**config.mk**
```make
export PLATFORM = sky130hd
export DESIGN_NAME = sram_id_table_writer_flat
export DESIGN_NICKNAME = d
export VERILOG_FILES = /design/src/rtl/sram_id_table_writer_if.sv /design/src/rtl/sram_id_table_writer.sv /design/src/flat_wrapper.sv
export SDC_FILE = /design/constraint.sdc
export NUM_CORES = 1
export LEC_CHECK = 0
export BUFFER_PORTS_ARGS = -buffer_cell sky130_fd_sc_hd__buf_2
export CORE_AREA = 2 2 99 82
export DETAILED_ROUTE_END_ITERATION = 7
export DIE_AREA = 0 0 101 84
export GPL_TIMING_DRIVEN = 0
export PLACE_DENSITY = 0.59
export SYNTH_ARGS = -nofsm -noshare
export SYNTH_HDL_FRONTEND = slang
export SYNTH_SLANG_ARGS = --single-unit
```
**constraint.sdc**
```tcl
create_clock -name clk -period 6.2 [get_ports clk]
set_input_delay 1.24 -clock clk [delete_from_list [all_inputs] [get_ports clk]]
set_output_delay 1.24 -clock clk [all_outputs]
set_load 0.01 [all_outputs]
```
**src/rtl/sram_id_table_writer_if.sv**
```systemverilog
// Request, comparator and SRAM-write signals of the ID table writer.
// slave = the writer block; master = its surroundings (front end, comparator, SRAM port).
interface sram_id_table_writer_if #(
  parameter int NUM_SLOTS  = 14,
  parameter int ID_WIDTH   = 16,
  parameter int ADDR_WIDTH = 19
);
  logic                    req_valid;
  logic                    req_ready;
  logic [ID_WIDTH-1:0]     req_id;
  logic [NUM_SLOTS-1:0]    ena;
  logic [ID_WIDTH-1:0]     packet_in_ID;
  logic [2*NUM_SLOTS-1:0]  comp_result;
  logic                    sram_wr_req;
  logic [ADDR_WIDTH-1:0]   sram_wr_addr;
  logic [ID_WIDTH-1:0]     sram_wr_data;
  logic                    sram_wr_ack;
  logic                    resp_valid;
  logic [3:0]              resp_slot;
  logic [1:0]              resp_status;

  modport master (
    output req_valid, req_id, comp_result, sram_wr_ack,
    input  req_ready, ena, packet_in_ID, sram_wr_req, sram_wr_addr, sram_wr_data,
           resp_valid, resp_slot, resp_status
  );

  modport slave (
    input  req_valid, req_id, comp_result, sram_wr_ack,
    output req_ready, ena, packet_in_ID, sram_wr_req, sram_wr_addr, sram_wr_data,
           resp_valid, resp_slot, resp_status
  );
endinterface

```
**src/rtl/sram_id_table_writer.sv**
```systemverilog
// ID table writer: broadcasts an ID to the slot comparators, then resolves the
// registered per-slot results into hit / insert-into-lowest-empty / full.

module sram_id_slot_dec (
  input  logic [1:0] code,
  output logic       is_match,
  output logic       is_empty
);
  // code 3 is deliberately neither match nor empty
  assign is_match = (code == 2'd1);
  assign is_empty = (code == 2'd2);
endmodule

module sram_id_table_writer #(
  parameter int                    NUM_SLOTS  = 14,
  parameter int                    ID_WIDTH   = 16,
  parameter int                    ADDR_WIDTH = 19,
  parameter logic [ADDR_WIDTH-1:0] SLOT_BASE  = '0
) (
  input logic                   clk,
  input logic                   reset,
  sram_id_table_writer_if.slave bus
);
  localparam int SLOT_W = 4;

  localparam logic [1:0] ST_HIT     = 2'd0;
  localparam logic [1:0] ST_INSERT  = 2'd1;
  localparam logic [1:0] ST_FULL    = 2'd2;
  localparam logic [1:0] ST_INVALID = 2'd3;

  typedef enum logic [2:0] {S_IDLE, S_COMPARE, S_EVAL, S_WRITE, S_RESP} state_e;

  typedef struct packed {
    logic [SLOT_W-1:0] slot;
    logic [1:0]        status;
  } resp_t;

  state_e                state_q, state_d;
  logic [ID_WIDTH-1:0]   id_q, id_d;
  logic [SLOT_W-1:0]     slot_q, slot_d;
  logic [NUM_SLOTS-1:0]  ena_q, ena_d;
  logic                  wr_req_q, wr_req_d;
  logic [ADDR_WIDTH-1:0] wr_addr_q, wr_addr_d;
  logic [ID_WIDTH-1:0]   wr_data_q, wr_data_d;
  logic                  resp_valid_q, resp_valid_d;
  resp_t                 resp_q, resp_d;

  logic [NUM_SLOTS-1:0][1:0] code;
  logic [NUM_SLOTS-1:0]      is_match, is_empty;
  logic                      any_hit, any_empty, accept;
  logic [SLOT_W-1:0]         hit_slot, empty_slot;

  assign code = bus.comp_result;

  for (genvar g = 0; g < NUM_SLOTS; g++) begin : g_slot
    sram_id_slot_dec u_dec (
      .code     (code[g]),
      .is_match (is_match[g]),
      .is_empty (is_empty[g])
    );
  end

  // Downward scan so the lowest index is the last (winning) assignment
  always_comb begin
    hit_slot   = '0;
    empty_slot = '0;
    for (int i = NUM_SLOTS - 1; i >= 0; i--) begin
      if (is_match[i]) hit_slot   = SLOT_W'(i);
      if (is_empty[i]) empty_slot = SLOT_W'(i);
    end
  end

  assign any_hit       = |is_match;
  assign any_empty     = |is_empty;
  assign bus.req_ready = reset & (state_q == S_IDLE);
  assign accept        = bus.req_valid & bus.req_ready;

  always_ff @(posedge clk) begin
    if (!reset) begin
      state_q      <= S_IDLE;
      id_q         <= '0;
      slot_q       <= '0;
      ena_q        <= '0;
      wr_req_q     <= 1'b0;
      wr_addr_q    <= '0;
      wr_data_q    <= '0;
      resp_valid_q <= 1'b0;
      resp_q       <= '0;
    end else begin
      state_q      <= state_d;
      id_q         <= id_d;
      slot_q       <= slot_d;
      ena_q        <= ena_d;
      wr_req_q     <= wr_req_d;
      wr_addr_q    <= wr_addr_d;
      wr_data_q    <= wr_data_d;
      resp_valid_q <= resp_valid_d;
      resp_q       <= resp_d;
    end
  end

  always_comb begin
    state_d = state_q;
    case (state_q)
      S_IDLE:    if (accept) state_d = (bus.req_id == '0) ? S_RESP : S_COMPARE;
      S_COMPARE: state_d = S_EVAL;
      S_EVAL:    state_d = any_hit ? S_RESP : (any_empty ? S_WRITE : S_RESP);
      S_WRITE:   if (bus.sram_wr_ack) state_d = S_RESP;
      S_RESP:    state_d = S_IDLE;
      default:   state_d = S_IDLE;
    endcase
  end

  // Registered outputs are decoded from the state being entered
  always_comb begin
    id_d         = id_q;
    slot_d       = slot_q;
    wr_addr_d    = wr_addr_q;
    wr_data_d    = wr_data_q;
    resp_d       = resp_q;
    ena_d        = (state_d == S_COMPARE) ? '1 : '0;
    wr_req_d     = (state_d == S_WRITE);
    resp_valid_d = (state_d == S_RESP);

    if (state_q == S_IDLE && accept) id_d = bus.req_id;

    if (state_q == S_EVAL && !any_hit && any_empty) begin
      slot_d    = empty_slot;
      wr_addr_d = SLOT_BASE + ADDR_WIDTH'(empty_slot);
      wr_data_d = id_q;
    end

    if (state_d == S_RESP) begin
      case (state_q)
        S_IDLE:  resp_d = '{slot: '0, status: ST_INVALID};
        S_EVAL:  resp_d = any_hit ? '{slot: hit_slot, status: ST_HIT}
                                  : '{slot: '0, status: ST_FULL};
        S_WRITE: resp_d = '{slot: slot_q, status: ST_INSERT};
        default: resp_d = resp_q;
      endcase
    end
  end

  assign bus.ena          = ena_q;
  assign bus.packet_in_ID = id_q;
  assign bus.sram_wr_req  = wr_req_q;
  assign bus.sram_wr_addr = wr_addr_q;
  assign bus.sram_wr_data = wr_data_q;
  assign bus.resp_valid   = resp_valid_q;
  assign bus.resp_slot    = resp_q.slot;
  assign bus.resp_status  = resp_q.status;
endmodule

```
**src/flat_wrapper.sv**
```systemverilog
// flat-port wrapper written by rule: the top's interface ports become plain ports
module sram_id_table_writer_flat 
#(
  parameter int                    NUM_SLOTS  = 14,
  parameter int                    ID_WIDTH   = 16,
  parameter int                    ADDR_WIDTH = 19,
  parameter logic [ADDR_WIDTH-1:0] SLOT_BASE  = '0
)
  (clk, reset, bus_req_valid, bus_req_id, bus_comp_result, bus_sram_wr_ack, bus_req_ready, bus_ena, bus_packet_in_ID, bus_sram_wr_req, bus_sram_wr_addr, bus_sram_wr_data, bus_resp_valid, bus_resp_slot, bus_resp_status);
  sram_id_table_writer_if #(.NUM_SLOTS(NUM_SLOTS), .ID_WIDTH(ID_WIDTH), .ADDR_WIDTH(ADDR_WIDTH)) bus_i ();
  input logic clk;
  input logic reset;
  input wire logic [$bits(bus_i.req_valid)-1:0] bus_req_valid;
  input wire logic [$bits(bus_i.req_id)-1:0] bus_req_id;
  input wire logic [$bits(bus_i.comp_result)-1:0] bus_comp_result;
  input wire logic [$bits(bus_i.sram_wr_ack)-1:0] bus_sram_wr_ack;
  output wire logic [$bits(bus_i.req_ready)-1:0] bus_req_ready;
  output wire logic [$bits(bus_i.ena)-1:0] bus_ena;
  output wire logic [$bits(bus_i.packet_in_ID)-1:0] bus_packet_in_ID;
  output wire logic [$bits(bus_i.sram_wr_req)-1:0] bus_sram_wr_req;
  output wire logic [$bits(bus_i.sram_wr_addr)-1:0] bus_sram_wr_addr;
  output wire logic [$bits(bus_i.sram_wr_data)-1:0] bus_sram_wr_data;
  output wire logic [$bits(bus_i.resp_valid)-1:0] bus_resp_valid;
  output wire logic [$bits(bus_i.resp_slot)-1:0] bus_resp_slot;
  output wire logic [$bits(bus_i.resp_status)-1:0] bus_resp_status;
  assign bus_i.req_valid = bus_req_valid;
  assign bus_i.req_id = bus_req_id;
  assign bus_i.comp_result = bus_comp_result;
  assign bus_i.sram_wr_ack = bus_sram_wr_ack;
  assign bus_req_ready = bus_i.req_ready;
  assign bus_ena = bus_i.ena;
  assign bus_packet_in_ID = bus_i.packet_in_ID;
  assign bus_sram_wr_req = bus_i.sram_wr_req;
  assign bus_sram_wr_addr = bus_i.sram_wr_addr;
  assign bus_sram_wr_data = bus_i.sram_wr_data;
  assign bus_resp_valid = bus_i.resp_valid;
  assign bus_resp_slot = bus_i.resp_slot;
  assign bus_resp_status = bus_i.resp_status;
  sram_id_table_writer #(.NUM_SLOTS(NUM_SLOTS), .ID_WIDTH(ID_WIDTH), .ADDR_WIDTH(ADDR_WIDTH), .SLOT_BASE(SLOT_BASE)) u_core (.clk(clk), .reset(reset), .bus(bus_i));
endmodule
```
==> impl_metrics.csv, run 1 <==
group,metric,value,unit
outcome,status,"complete, no violations",
synth,synth_area,2560,um^2
placement,hpwl,5310,um
sta,finalCriticalPeriod,3470,ps
global_routing,antenna_found_initial,0,
sta,slew_headroom,55.3,%
clock_tree,cts-root-buf,"clkbuf_8",
sta,hold_ws,478,ps
clock_tree,path_clk_slew,100,ps
clock_tree,cts_setup_buffers,0,
drt,post-route-drc-count,0,
global_routing,grt_pass1_vias,2153,
final_layout,drive_gt1_share,35.2,%
placement,preCtsSetupSlack,2750,ps
job,drv_cap,0,
synth,ys_seq_area_share,37.5,%
synth,ys_types,47,
pwr,ir_drop,0.0000975,V
pwr,power,645,uW
synth,yosysTopAreaCellShare,37.5,%
clock_tree,clkSinkCount,48,
pwr,power_density,192,nW/um^2
sta,tightest_slew,670,ps
drt,vias,2397,
floorplanning,rows,29,
drt,first_pass_iters,4,
final_layout,final_cells,525,
drt,drtIter0Drc,66,
placement,dp.cells,517,
synth,synthArstFlopShare,0,%
setup_path,criticalPathCategory,"primary input to output port",
setup_path,crit_path_max_fanout,8,
sta,fmax,288,MHz
drt,routed_via_density,4.57,
drt,routedWlPerCell,12.4,um
global_routing,overflow,0,
floorplanning,dieArea,8480,um^2
synth,synth_top_family_by_area,"simple AND/OR/NAND/NOR gates",
sta,skew,10.2,ps
drt,postRouteAntennaNets,0,
setup_path,rr_worst_depth,7,
setup_path,timing.rr.end,"u_core.bus.resp_valid",
clock_tree,htree_levels,2,
synth,synth_enable_flop_cells,0,
synth,synth-compound-area-share,11.8,%
sta,tns,0,ps
setup_path,cp.required,4960,ps
synth,netlist_instances,305,
synth,synth_adder_area_share,0,%
floorplanning,initial_utilization,33.6,%
pwr,leakage,0.00179,uW
placement,place_congestion,0.815,
setup_path,reg2reg_slack,4120,ps
synth,synth.area.mux_share,6.25,%
synth,synth_top_area_cell,"dfxtp_1",
placement,port_buffers,105,
setup_path,cp-start-kind,"primary input",
sta,setup_viol_count_final,0,
floorplanning,die_y,84,um
clock_tree,cts_buffers,5,
floorplanning,io_pins,122,
setup_path,cp-endpoint,"bus_req_ready",
clock_tree,clock_latency,300,ps
worst_hold_path,hold_class,"register to register",
sta,final-hold-violation-count,0,
drt,wirelength,6520,um
synth,ys_seq_elements,48,
clock_tree,cts_tree,"built",
sta,timing.final.crit_share,56.0,%
final_layout,syn2layout_area_growth,30.9,%
setup_path,endpoint_kind,"output port",
global_routing,grt_max_degree,16,
global_routing,grt_first_pass_wirelength,10400,um
floorplanning,coreArea,7620,um^2
sta,finalWorstSetupSlack,2730,ps
final_layout,fin_nets,479,
setup_path,reg2reg_from,"u_core.state_q[2]",
synth,yosys-top-cells-area,"dfxtp_1 (38%), buf_4 (8.5%), nor2b_1 (7.6%)",
synth,avgSynthCellArea,8.40,um^2
worst_hold_path,min_from,"u_core.bus.packet_in_ID[2]",
clock_tree,cts_buffer_depth,2,
floorplanning,die_w,101,um
final_layout,diodes,0,
synth,yosys.area_share.simple,33.3,%
setup_path,crit_arrival,2230,ps
sta,drv_slew,0,
clock_tree,cts_resized,0,
setup_path,critPathLaunch,"reset",
global_routing,grt_use_total,15.0,%
sta,rsz0062_at_grt,"no",
synth,ys_warn_count,0,
synth,yosys.area_share.xor_xnor,0,%
clock_tree,ctsHoldBuffers,0,
synth,synthFlopType,"dfxtp_1",
==> sequential cells by signal, summed over array words and instances (netlist names) <==
register	cells
u_core.bus.resp_valid	1
u_core.state_q	3
u_core.bus.ena	1
u_core.bus.packet_in_ID	16
u_core.bus.resp_status	2
u_core.bus.resp_slot	4
u_core.slot_q	4
u_core.bus.sram_wr_req	1
u_core.bus.sram_wr_data	16
==> cells in the mapped netlist (5+ instances only) <==
library cell	n
nand2b_1	22
nand2_1	50
a21oi_1	9
nor2b_1	31
o21ai_0	7
nand3_1	17
buf_4	29
clkbuf_1	7
nor4_1	5
nand4_1	5
nor2_1	7
mux2i_1	16
dfxtp_1	48
==> logic make-up after synthesis <==
group / after synthesis
flops: 48
buf+inv: 44
other cells: 1
mux: 16
compound gates: 43
simple gates: 153
==> worst min-delay path by stage <==
stage | to | cells past startpoint
3_3_place_gp | u_core.bus.packet_in_ID[3] | 2
3_5_place_dp | u_core.bus.packet_in_ID[2] | 2
4_1_cts | u_core.bus.packet_in_ID[2] | 2
6_report | u_core.bus.packet_in_ID[2] | 2
2_1_floorplan | u_core.state_q[1] | 2
5_1_grt | u_core.bus.packet_in_ID[13] | 2
==> cell type report <==
class	count	area (um^2)
Fill cell	783	4270
Clock inverter	2	13.8
Buffer	40	268
Timing Repair Buffer	105	526
Tap cell	93	116
Sequential cell	48	961
Multi-Input combinational cell	227	1370
Inverter	4	15.0
Clock buffer	6	82.6
==> stage by stage <==
stage / util [%] / area [um^2]
final: 44.0 / 3350
after floorplan: - / 2620
after detailed placement: 42.7 / 3260
after global placement: 42.7 / 3260
after CTS: 44.0 / 3350
after global routing: 44.0 / 3350
==> layout by cell type, fill, tap and decap left out, drive strengths merged, types with 4 or more instances in the layout <==
master	instances
nor2	7
nand3	18
o31ai	4
a21oi	9
inv	5
nand4	5
nor4	6
nand2b	22
buf	138
clkbuf	13
a31oi	5
nand2	50
conb	15
o21ai	9
mux2i	16
nor2b	32
dfxtp	48
==> report_power, final <==
part	switching [uW]	total, uW	leakage, uW	internal (uW)
registers	8.95	328	0.000390	319
logic	64.1	121	0.00134	57.2
clock network	105	196	0.0000516	91.4
==> critical path, cell delays in order <==
cell      delay [ps]
clkbuf_1         320
nand2b_1         210
nor3_1           260
buf_2            200
==> routing by layer <==
layer  GRT usage (%)  share of wire [%]  up-vias  wire length, um
met1            21.3                 49     1065             3220
met2            23.8                 44       80             2860
met4            2.58               0.45        0               29
met3            3.02                6.1        2              398
li1                -                  -     1250                -
met5               0                  0        -                0
Note: power is estimated with default switching activity, not from simulation.
==> inputs of run 2 (changes only) <==
--- a/config.mk
+++ b/config.mk
@@ -5,6 +5,7 @@
 export SDC_FILE = /design/constraint.sdc
 export NUM_CORES = 1
 export LEC_CHECK = 0
+export ABC_AREA = 1
 export BUFFER_PORTS_ARGS = -buffer_cell sky130_fd_sc_hd__buf_2
 export CORE_AREA = 2 2 99 82
 export DETAILED_ROUTE_END_ITERATION = 7
==> constraint.sdc (replaced) <==
create_clock -name clk -period 3.5 [get_ports clk]
set_input_delay 0.7 -clock clk [delete_from_list [all_inputs] [get_ports clk]]
set_output_delay 0.7 -clock clk [all_outputs]
set_load 0.01 [all_outputs]
==> run 2 against run 1 <==
Worst setup slack got worse by 1400 ps. Clock skew down 1.8 ps. Non-clock buffer count down 1. Hold slack worse by 17 ps. Via count grew 7.1%. Largest cell class unchanged. Largest power group unchanged. Highest routed layer unchanged.
==> impl_metrics.csv, run 2 <==
group,metric,value,unit
outcome,status,"complete, no violations",
floorplanning,die_w,101,um
clock_tree,ctsHoldBuffers,0,
final_layout,final_common_cell,"buf_2",
sta,setup_viol_count_final,0,
synth,yosysMostFrequentCell,"nand2_1",
clock_tree,clock_latency,310,ps
sta,rsz0062_at_grt,"no",
clock_tree,cts_resized,0,
floorplanning,die_y,84,um
sta,drv_slew,0,
setup_path,criticalPathCategory,"primary input to output port",
setup_path,crit_path_frequent_cell,"buf_2",
clock_tree,clkSinkCount,48,
clock_tree,cts_setup_buffers,0,
placement,hpwl,5370,um
pwr,power,1130,uW
clock_tree,cts-root-buf,"clkbuf_8",
worst_hold_path,hold_class,"register to register",
pwr,clockPowerShare,29.3,%
sta,timing.final.crit_share,61.5,%
synth,ys_types,33,
placement,place_congestion,0.828,
synth,synth_enable_flop_cells,0,
setup_path,cp-start-kind,"primary input",
sta,fmax,464,MHz
final_layout,mostFrequentLayoutCells,"buf_2 (106), nand2_1 (65), dfxtp_1 (48)",
setup_path,cp_slowest_cell,"nor4_4",
synth,synthArstFlopShare,0,%
clock_tree,cts_tree,"built",
synth,ys_seq_elements,48,
synth,synth_top_area_cell,"dfxtp_1",
sta,final-hold-violation-count,0,
floorplanning,dieArea,8480,um^2
setup_path,critPathBufInv,3,
placement,preCtsSetupSlack,1260,ps
clock_tree,cts_buffer_depth,2,
setup_path,reg2reg_from,"u_core.state_q[1]",
synth,synthFlopType,"dfxtp_1",
synth,synth_common_cells,"nand2_1 (65), dfxtp_1 (48), inv_1 (46)",
final_layout,drive_gt1_share,39.5,%
synth,ys_seq_area_share,37.3,%
setup_path,cp.required,2800,ps
global_routing,grt_pass1_vias,2349,
worst_hold_path,min_from,"u_core.bus.resp_status[1]",
setup_path,slowest_delay,320,ps
setup_path,critPathLaunch,"reset",
final_layout,final.fill_count,841,
synth,ys_warn_count,0,
setup_path,crit_arrival,1450,ps
job,drv_cap,0,
global_routing,grt_use_total,16.1,%
sta,tightest_slew,506,ps
sta,skew,8.44,ps
sta,slew_headroom,66.3,%
clock_tree,cts_buffers,5,
drt,routed_via_density,4.47,
sta,tns,0,ps
pwr,ir_drop,0.000188,V
global_routing,antenna_found_initial,0,
global_routing,overflow,0,
drt,post-route-drc-count,0,
final_layout,diodes,0,
drt,vias,2567,
synth,synth_area,2570,um^2
drt,wirelength,6730,um
pwr,leakage,0.00180,uW
pwr,switching_power,326,uW
floorplanning,io_pins,122,
setup_path,cp_top_family,"buffers and inverters",
sta,finalCriticalPeriod,2150,ps
clock_tree,path_clk_slew,90,ps
floorplanning,initial_utilization,33.8,%
pwr,p_int,805,uW
setup_path,worstPathCellList,"buf_2, inv_2, nor4_4, buf_2",
sta,finalWorstSetupSlack,1350,ps
drt,routedWlPerCell,11.7,um
final_layout,fin_nets,528,
drt,first_pass_iters,4,
global_routing,grt_max_degree,15,
drt,drtIter0Drc,90,
pwr,power_frac_comb,19.7,%
drt,postRouteAntennaNets,0,
placement,port_buffers,106,
synth,yosysTopAreaCellShare,37.3,%
setup_path,crit_path_max_fanout,9,
global_routing,grt_first_pass_wirelength,11000,um
pwr,seqPwrFrac,51.0,%
clock_tree,htree_levels,2,
floorplanning,coreArea,7620,um^2
pwr,power_density,337,nW/um^2
setup_path,endpoint_kind,"output port",
final_layout,syn2layout_area_growth,30.5,%
synth,netlist_instances,353,
synth,avgSynthCellArea,7.29,um^2
floorplanning,rows,29,
pwr,power.share.switching,28.8,%
synth,yosys-top-cells-area,"dfxtp_1 (37%), nand2_1 (9.5%), buf_4 (8.5%)",
[run 2: cell count changes in the layout (fill, tap and decap cells not counted), moves of 16 or more]
cell / previous run / this run
o21ai_0: 7 / 28
nand2b_1: 22 / 0
nor2b_1: 31 / 0
mux2i_1: 16 / 0
inv_1: 4 / 46
[run 2: power by group through the flow]
stage / logic, uW / clock network [uW] / registers, uW
3_3_place_gp: 220 / 0 / 590
2_1_floorplan: 132 / 0 / 597
6_report: 223 / 331 / 577
5_1_grt: 252 / 367 / 580
4_1_cts: 223 / 337 / 577
3_5_place_dp: 222 / 0 / 590
[run 2: cell families after synthesis]
logic type             count (synthesis)  share of synthesized area [%]
AND/OR/NAND/NOR                      132                           24.8
AO/OA/AOI/OAI                         83                           19.0
other                                  1                          0.146
flip-flops                            48                           37.3
buffers and inverters                 89                           18.7
[run 2: path summary, 6_finish.rpt]
path              slack [ps]                          end  cells past startpoint
setup reg to reg        1680  u_core.bus.sram_wr_data[12]                     10
setup / recovery        1350                bus_req_ready                      4
hold reg to reg          460    u_core.bus.resp_status[1]                      2
hold / removal           460    u_core.bus.resp_status[1]                      2
[run 2: final cells by class]
cell class	count	area, um^2	share of cell area (%)
multi-input cells	230	1190	35.3
flip-flops and latches	48	961	28.6
repair buffers	106	531	15.8
plain buffers	38	284	8.45
inverters	51	196	5.85
well taps	93	116	3.46
clock buffers	7	76.3	2.27
clock inverters	1	8.76	0.261
[run 2: worst reg2reg max path: cells and delay by family (launching register included)]
family                 cells  cell delay, ps
buffers and inverters      2             360
and+or+nand+nor            7             860
DFF                        1             410
AOI/OAI and AO/OA          1              80
[run 2: routing by layer]
metal | up-vias | wire [um] | GRT usage [%]
met5 | - | 0 | 0
met4 | 0 | 41 | 2.46
met3 | 5 | 469 | 4.44
met2 | 85 | 3060 | 25.5
met1 | 1139 | 3160 | 22.3
li1 | 1338 | - | -
[run 2: per-stage QoR]
stage / hold slack, ps / area (um^2) / util, % / cells
finish: 461 / 3360 / 44.1 / 574
global route: 493 / 3360 / 44.1 / 574
CTS: 466 / 3360 / 44.1 / 574
detailed placement: 452 / 3270 / 43.0 / 566
global placement: 453 / 3270 / 43.0 / 566
floorplan: 483 / 2630 / - / 367
